**src/rtl/irq_ctrl.sv**
```systemverilog
// irq_ctrl: memory-mapped interrupt controller feeding the core's INT[5:0].
//
// Six asynchronous request lines are synchronised, latched as edge- or
// level-triggered pending bits, masked, and presented to the core through
// a registered output. Software sees a 32-byte register window on the
// data-memory bus.
//
// Ports:
//   clk     system clock, rising edge
//   rst     asynchronous active-high reset
//   irq_in  raw peripheral requests (asynchronous to clk)
//   addr    byte address from the core (alu_out)
//   wd      write data from the core (wd_dm)
//   we      write strobe from the core (we_dm)
//   rd      read data, combinational from addr, zero when not selected
//   sel     high when addr falls inside the register window
//   INT     registered interrupt requests (PEND & MASK)
//
// Register map (byte offset, addr[1:0] ignored):
//   0x00 PEND   read pending; write-1-to-clear (edge-mode bits only)
//   0x04 MASK   r/w, 1 = enabled
//   0x08 EDGE   r/w, 1 = edge mode, 0 = level mode
//   0x0C STATUS bit31 = any enabled pending, [2:0] = highest enabled index
//   0x10 LOST   8-bit saturating count of overrun edges; any write clears
//   0x14-0x1C   read 0, writes ignored
module irq_ctrl #(
    parameter logic [31:0] BASE_ADDR   = 32'h0000_0800,
    parameter int          SYNC_STAGES = 2
) (
    input  logic        clk,
    input  logic        rst,
    input  logic [5:0]  irq_in,
    input  logic [31:0] addr,
    input  logic [31:0] wd,
    input  logic        we,
    output logic [31:0] rd,
    output logic        sel,
    output logic [5:0]  INT
);

    localparam logic [2:0] OFF_PEND   = 3'd0;
    localparam logic [2:0] OFF_MASK   = 3'd1;
    localparam logic [2:0] OFF_EDGE   = 3'd2;
    localparam logic [2:0] OFF_STATUS = 3'd3;
    localparam logic [2:0] OFF_LOST   = 3'd4;

    logic [SYNC_STAGES-1:0][5:0] sync_q, sync_d;
    logic [5:0] prev_q, prev_d;
    logic [5:0] pend_q, pend_d;
    logic [5:0] mask_q, mask_d;
    logic [5:0] edge_q, edge_d;
    logic [7:0] lost_q, lost_d;
    logic [5:0] int_q, int_d;

    logic [2:0]  off;
    logic        wr;
    logic [5:0]  s;
    logic [5:0]  rise;
    logic [5:0]  w1c;
    logic [5:0]  lost_ev;
    logic [2:0]  lost_inc;
    logic [8:0]  lost_sum;
    logic [5:0]  pm;
    logic [2:0]  pm_idx;
    logic [31:0] status;

    // Bus bits that carry no information for this block.
    logic unused_bits;
    assign unused_bits = ^{addr[1:0], wd[31:6]};

    assign sel  = (addr[31:5] == BASE_ADDR[31:5]);
    assign off  = addr[4:2];
    assign wr   = we & sel;
    assign s    = sync_q[SYNC_STAGES-1];
    assign rise = s & ~prev_q;
    assign w1c  = (wr && off == OFF_PEND) ? wd[5:0] : 6'h00;
    assign pm   = pend_q & mask_q;
    assign INT  = int_q;

    always_comb begin
        pm_idx = 3'd0;
        // Ascending scan: the last hit is the highest-numbered bit.
        for (int i = 0; i < 6; i++) begin
            if (pm[i]) pm_idx = 3'(i);
        end
        status = {|pm, 28'h0, pm_idx};
    end

    always_comb begin
        rd = 32'h0;
        if (sel) begin
            case (off)
                OFF_PEND:   rd = {26'h0, pend_q};
                OFF_MASK:   rd = {26'h0, mask_q};
                OFF_EDGE:   rd = {26'h0, edge_q};
                OFF_STATUS: rd = status;
                OFF_LOST:   rd = {24'h0, lost_q};
                default:    rd = 32'h0;
            endcase
        end
    end

    always_comb begin
        if (SYNC_STAGES > 1) sync_d = {sync_q[SYNC_STAGES-2:0], irq_in};
        else                 sync_d = irq_in;
        prev_d = s;

        // Edge mode: a new edge beats a simultaneous clear. Level mode: follow s.
        for (int i = 0; i < 6; i++) begin
            if (edge_q[i]) pend_d[i] = rise[i] | (pend_q[i] & ~w1c[i]);
            else           pend_d[i] = s[i];
        end

        // An edge arriving on a bit still pending (and not being cleared) is lost.
        lost_ev  = edge_q & rise & pend_q & ~w1c;
        lost_inc = 3'd0;
        for (int i = 0; i < 6; i++) begin
            lost_inc = lost_inc + {2'b00, lost_ev[i]};
        end
        lost_sum = {1'b0, lost_q} + {6'h00, lost_inc};

        if (wr && off == OFF_LOST) lost_d = 8'h00;
        else if (lost_sum[8])      lost_d = 8'hFF;
        else                       lost_d = lost_sum[7:0];

        mask_d = (wr && off == OFF_MASK) ? wd[5:0] : mask_q;
        edge_d = (wr && off == OFF_EDGE) ? wd[5:0] : edge_q;
        int_d  = pm;
    end

    always_ff @(posedge clk or posedge rst) begin
        if (rst) begin
            sync_q <= '0;
            prev_q <= 6'h00;
            pend_q <= 6'h00;
            mask_q <= 6'h00;
            edge_q <= 6'h3F;
            lost_q <= 8'h00;
            int_q  <= 6'h00;
        end else begin
            sync_q <= sync_d;
            prev_q <= prev_d;
            pend_q <= pend_d;
            mask_q <= mask_d;
            edge_q <= edge_d;
            lost_q <= lost_d;
            int_q  <= int_d;
        end
    end

endmodule

```
**config.mk**
```make
export PLATFORM = sky130hd
export DESIGN_NAME = irq_ctrl
export DESIGN_NICKNAME = d
export VERILOG_FILES = /design/src/rtl/irq_ctrl.sv
export SDC_FILE = /design/constraint.sdc
export NUM_CORES = 1
export LEC_CHECK = 0
export ABC_AREA = 1
export ABC_CLOCK_PERIOD_IN_PS = 5200
export BUFFER_PORTS_ARGS = -buffer_cell sky130_fd_sc_hd__buf_2
export CAP_MARGIN = 40
export CORE_MARGIN = 1.5
export CORE_UTILIZATION = 40
export DETAILED_ROUTE_END_ITERATION = 16
export GPL_ROUTABILITY_DRIVEN = 0
export PLACE_DENSITY_LB_ADDON = 0.2
export SLEW_MARGIN = 20
export SYNTH_ARGS = -nofsm -noshare
export SYNTH_HDL_FRONTEND = slang
export SYNTH_SLANG_ARGS = --single-unit
export TNS_END_PERCENT = 50
```
**constraint.sdc**
```tcl
create_clock -name clk -period 5.2 [get_ports clk]
set_input_delay 0.78 -clock clk [delete_from_list [all_inputs] [get_ports clk]]
set_output_delay 0.78 -clock clk [all_outputs]
set_load 0.03 [all_outputs]
```
==> out/metrics.cfg <==
[clocking]
cts_root_buf = clkbuf_8
htree_levels = 2
clk_latency_ns = 0.30
hold_buffers = 0
cts_setup_buffers = 0
clk_path_buf_depth = 2
cts_tree = done
path_clk_slew_ns = 0.09
cts_buffers = 5
cts_resized = 0
cts_sinks = 50

[detailed_routing]
routed_wirelength_mm = 5.873
drcViolationCount = 0
routedWlPerCell_um = 12.06
firstDrtPassIters = 4
vias = 2260
vias_per_cell = 4.641
ant_nets = 0
first_iter_violations = 118

[timing]
setup-tns-final_ns = 0
relSlewSlack = 0.6232
period_minus_slack_ns = 4.348
holdWs_ns = 0.3524
skew_ns = 0.01152
worstMarginPinSlew_ns = 0.5643
max_freq_mhz = 230.0
setup_viol = 0
finalHoldViolations = 0
slew_violations = 0
fin_crit_sh = 0.8362
rsz0062_at_grt = false
layout_setup_ws_ns = 0.8518

[power_and_ir_drop]
power_leakage_nw = 1.822
power_density_mw_per_mm2 = 221.6
vdd_drop_max_v = 0.0001809

[grt]
grt_pass1_vias = 2195
grt_usage = 0.1759
grt_max_degree = 27
antenna_found_initial = 0
grt_pass1_wl_mm = 10.19
grt_overflow = 0

[cells_and_area]
fill_cells = 652
multi_input_area_mm2 = 0.001100
area_growth_pct = 13.95
final_core_util = 0.4799
finalNetCount = 489
drive_gt1_frac = 0.2171
final_cell_count_no_fill = 487
final-seq-area_mm2 = 0.001259
diodes = 0

[synthesis]
yosysSeqAreaShare = 0.4602
yosys-top-cells-count = nand2_1, inv_1, dfrtp_1
avgSynthCellArea_um2 = 7.928
syn_inst = 345
yosys-top-cells-area = dfrtp_1, nand2_1, inv_1
synth-edff-count = 0
ys_ff_latch = 50
synth_ff_type = dfrtp_1
yosysTopAreaCell = dfrtp_1
synth.most_common_cell = nand2_1
yosys_warnings = 0
netlist_area_mm2 = 0.002735
synthArstFlopShare = 1.000
synth_top_area_frac = 0.4026
yosysUniqueCellTypes = 27

[worst_setup_path]
reg2reg_depth = 16
endpoint_kind = register
ff2ff_setup_slack_ns = 1.55
crit_path_max_fanout = 8
crit_path_start_kind = input port
r2r-start = edge_q[0]$_DFFE_PP1P_
required_ns = 5.39
worst_ep_arrival_time_ns = 4.54
path_class = in -> reg
r2r-end = lost_q[1]$_DFF_PP0_

[placement]
io_buffers = 60
hpwl_mm = 4.571
dp_slack_ns = 0.5765
place_inst = 479

[min_path]
min_to = prev_d[4]$_DFF_PP0_
worstHoldStart = sync_d[10]$_DFF_PP0_
hp-class = reg -> reg
min_path_cells = 0

[floorplan]
start_util = 0.4211
die_area_mm2 = 0.007343
die_height_um = 85.69
die_w_um = 85.69
coreArea_mm2 = 0.006495
row_count = 29
io_pins = 112

[flow_run]
cap_violations = 0

[status]
status = finished clean

-- state kept, by name (all words and copies together) (netlist names) --
name    cells
INT         6
prev_d      6
edge_q      6
sync_d      6
mask_q      6
prev_q      6
pend_q      6
lost_q      8
-- layer usage --
layer | GRT usage | share of wire | vias up
li1 | - | - | 1141
met1 | 0.2435 | 0.46 | 1039
met2 | 0.2863 | 0.47 | 72
met3 | 0.03369 | 0.050 | 8
met4 | 0.04252 | 0.014 | 0
met5 | 0 | 0 | -
-- how the worst max path moves through the flow --
stage	from	to	slack (ns)
after global routing	addr[3]	lost_q[1]$_DFF_PP0_	0.56
after detailed placement	addr[3]	lost_q[0]$_DFF_PP0_	0.58
after floorplan	addr[28]	lost_q[4]$_DFF_PP0_	1.0
final	addr[3]	lost_q[1]$_DFF_PP0_	0.85
after global placement	addr[3]	lost_q[0]$_DFF_PP0_	0.57
after CTS	addr[3]	lost_q[0]$_DFF_PP0_	0.88
-- cell usage in the layout, fill, tap and decap left out --
cell type,instances
nand2_1,84
inv_1,64
buf_2,60
dfrtp_1,44
nor2_1,36
conb_1,23
o21ai_0,18
nand3_1,15
o21ai_2,9
nand4_1,8
a21oi_1,7
dfstp_2,6
clkbuf_8,5
nor3_1,4
o21ai_1,4
fa_1,4
ha_1,3
inv_2,2
nand3_2,2
nor2_4,1
o22ai_1,1
o2bb2ai_1,1
a211oi_1,1
a31oi_1,1
nand3b_1,1
xor2_1,1
clkbuf_1,1
clkinv_2,1
clkinv_4,1
buf_12,1
buf_4,1
-- critical path, cell delays in order --
cell and delay (ns):
buf_2 0.11, nor2_1 0.16, nand2_1 0.16, inv_1 0.29, nand4_1 0.17, nand2_1 0.10
inv_1 0.06, fa_1 0.48, fa_1 0.52, fa_1 0.49, fa_1 0.41, nand2_1 0.10
nand2_1 0.09, nand3_1 0.11, nor2_1 0.06, nand2_1 0.09, inv_1 0.09, o21ai_0 0.18
inv_1 0.06
-- area by class of cell --
class                      instances  share of cell area
clock buffer                       6             0.02328
clock inverter                     2            0.004416
inverter                          66             0.07949
multi-input combinational        224              0.3529
sequential                        50              0.4039
tap                               77             0.03091
timing repair buffer              62              0.1052
-- kinds of logic (layout without fill, tap and decap cells) --
| kind of cell | after synthesis | after routing | synth area share |
|---|---|---|---|
| DFF | 50 | 50 | 0.4602 |
| adders and majority gates | 7 | 7 | 0.04300 |
| other | 1 | 23 | 0.001371 |
| and+or+nand+nor | 151 | 151 | 0.2319 |
| AOI/OAI and AO/OA | 42 | 42 | 0.09241 |
| xor gates and xnor gates | 1 | 1 | 0.003203 |
| buffers and inverters | 93 | 136 | 0.1679 |
-- per-stage QoR --
| stage | total power, mW | instance area, um^2 |
|---|---|---|
| final | 0.6907 | 3117 |
| after global placement | 0.4757 | 3010 |
| after floorplan | 0.4658 | 2818 |
| after CTS | 0.7001 | 3117 |
| after global routing | 0.7305 | 3117 |
| after detailed placement | 0.4787 | 3030 |
-- power breakdown --
part	internal, mW	switching [mW]	total (mW)
logic	0.0184	0.0492	0.0676
clock network	0.0952	0.125	0.220
registers	0.398	0.00504	0.403
total	0.512	0.179	0.691
(Power assumes the default switching activity.)
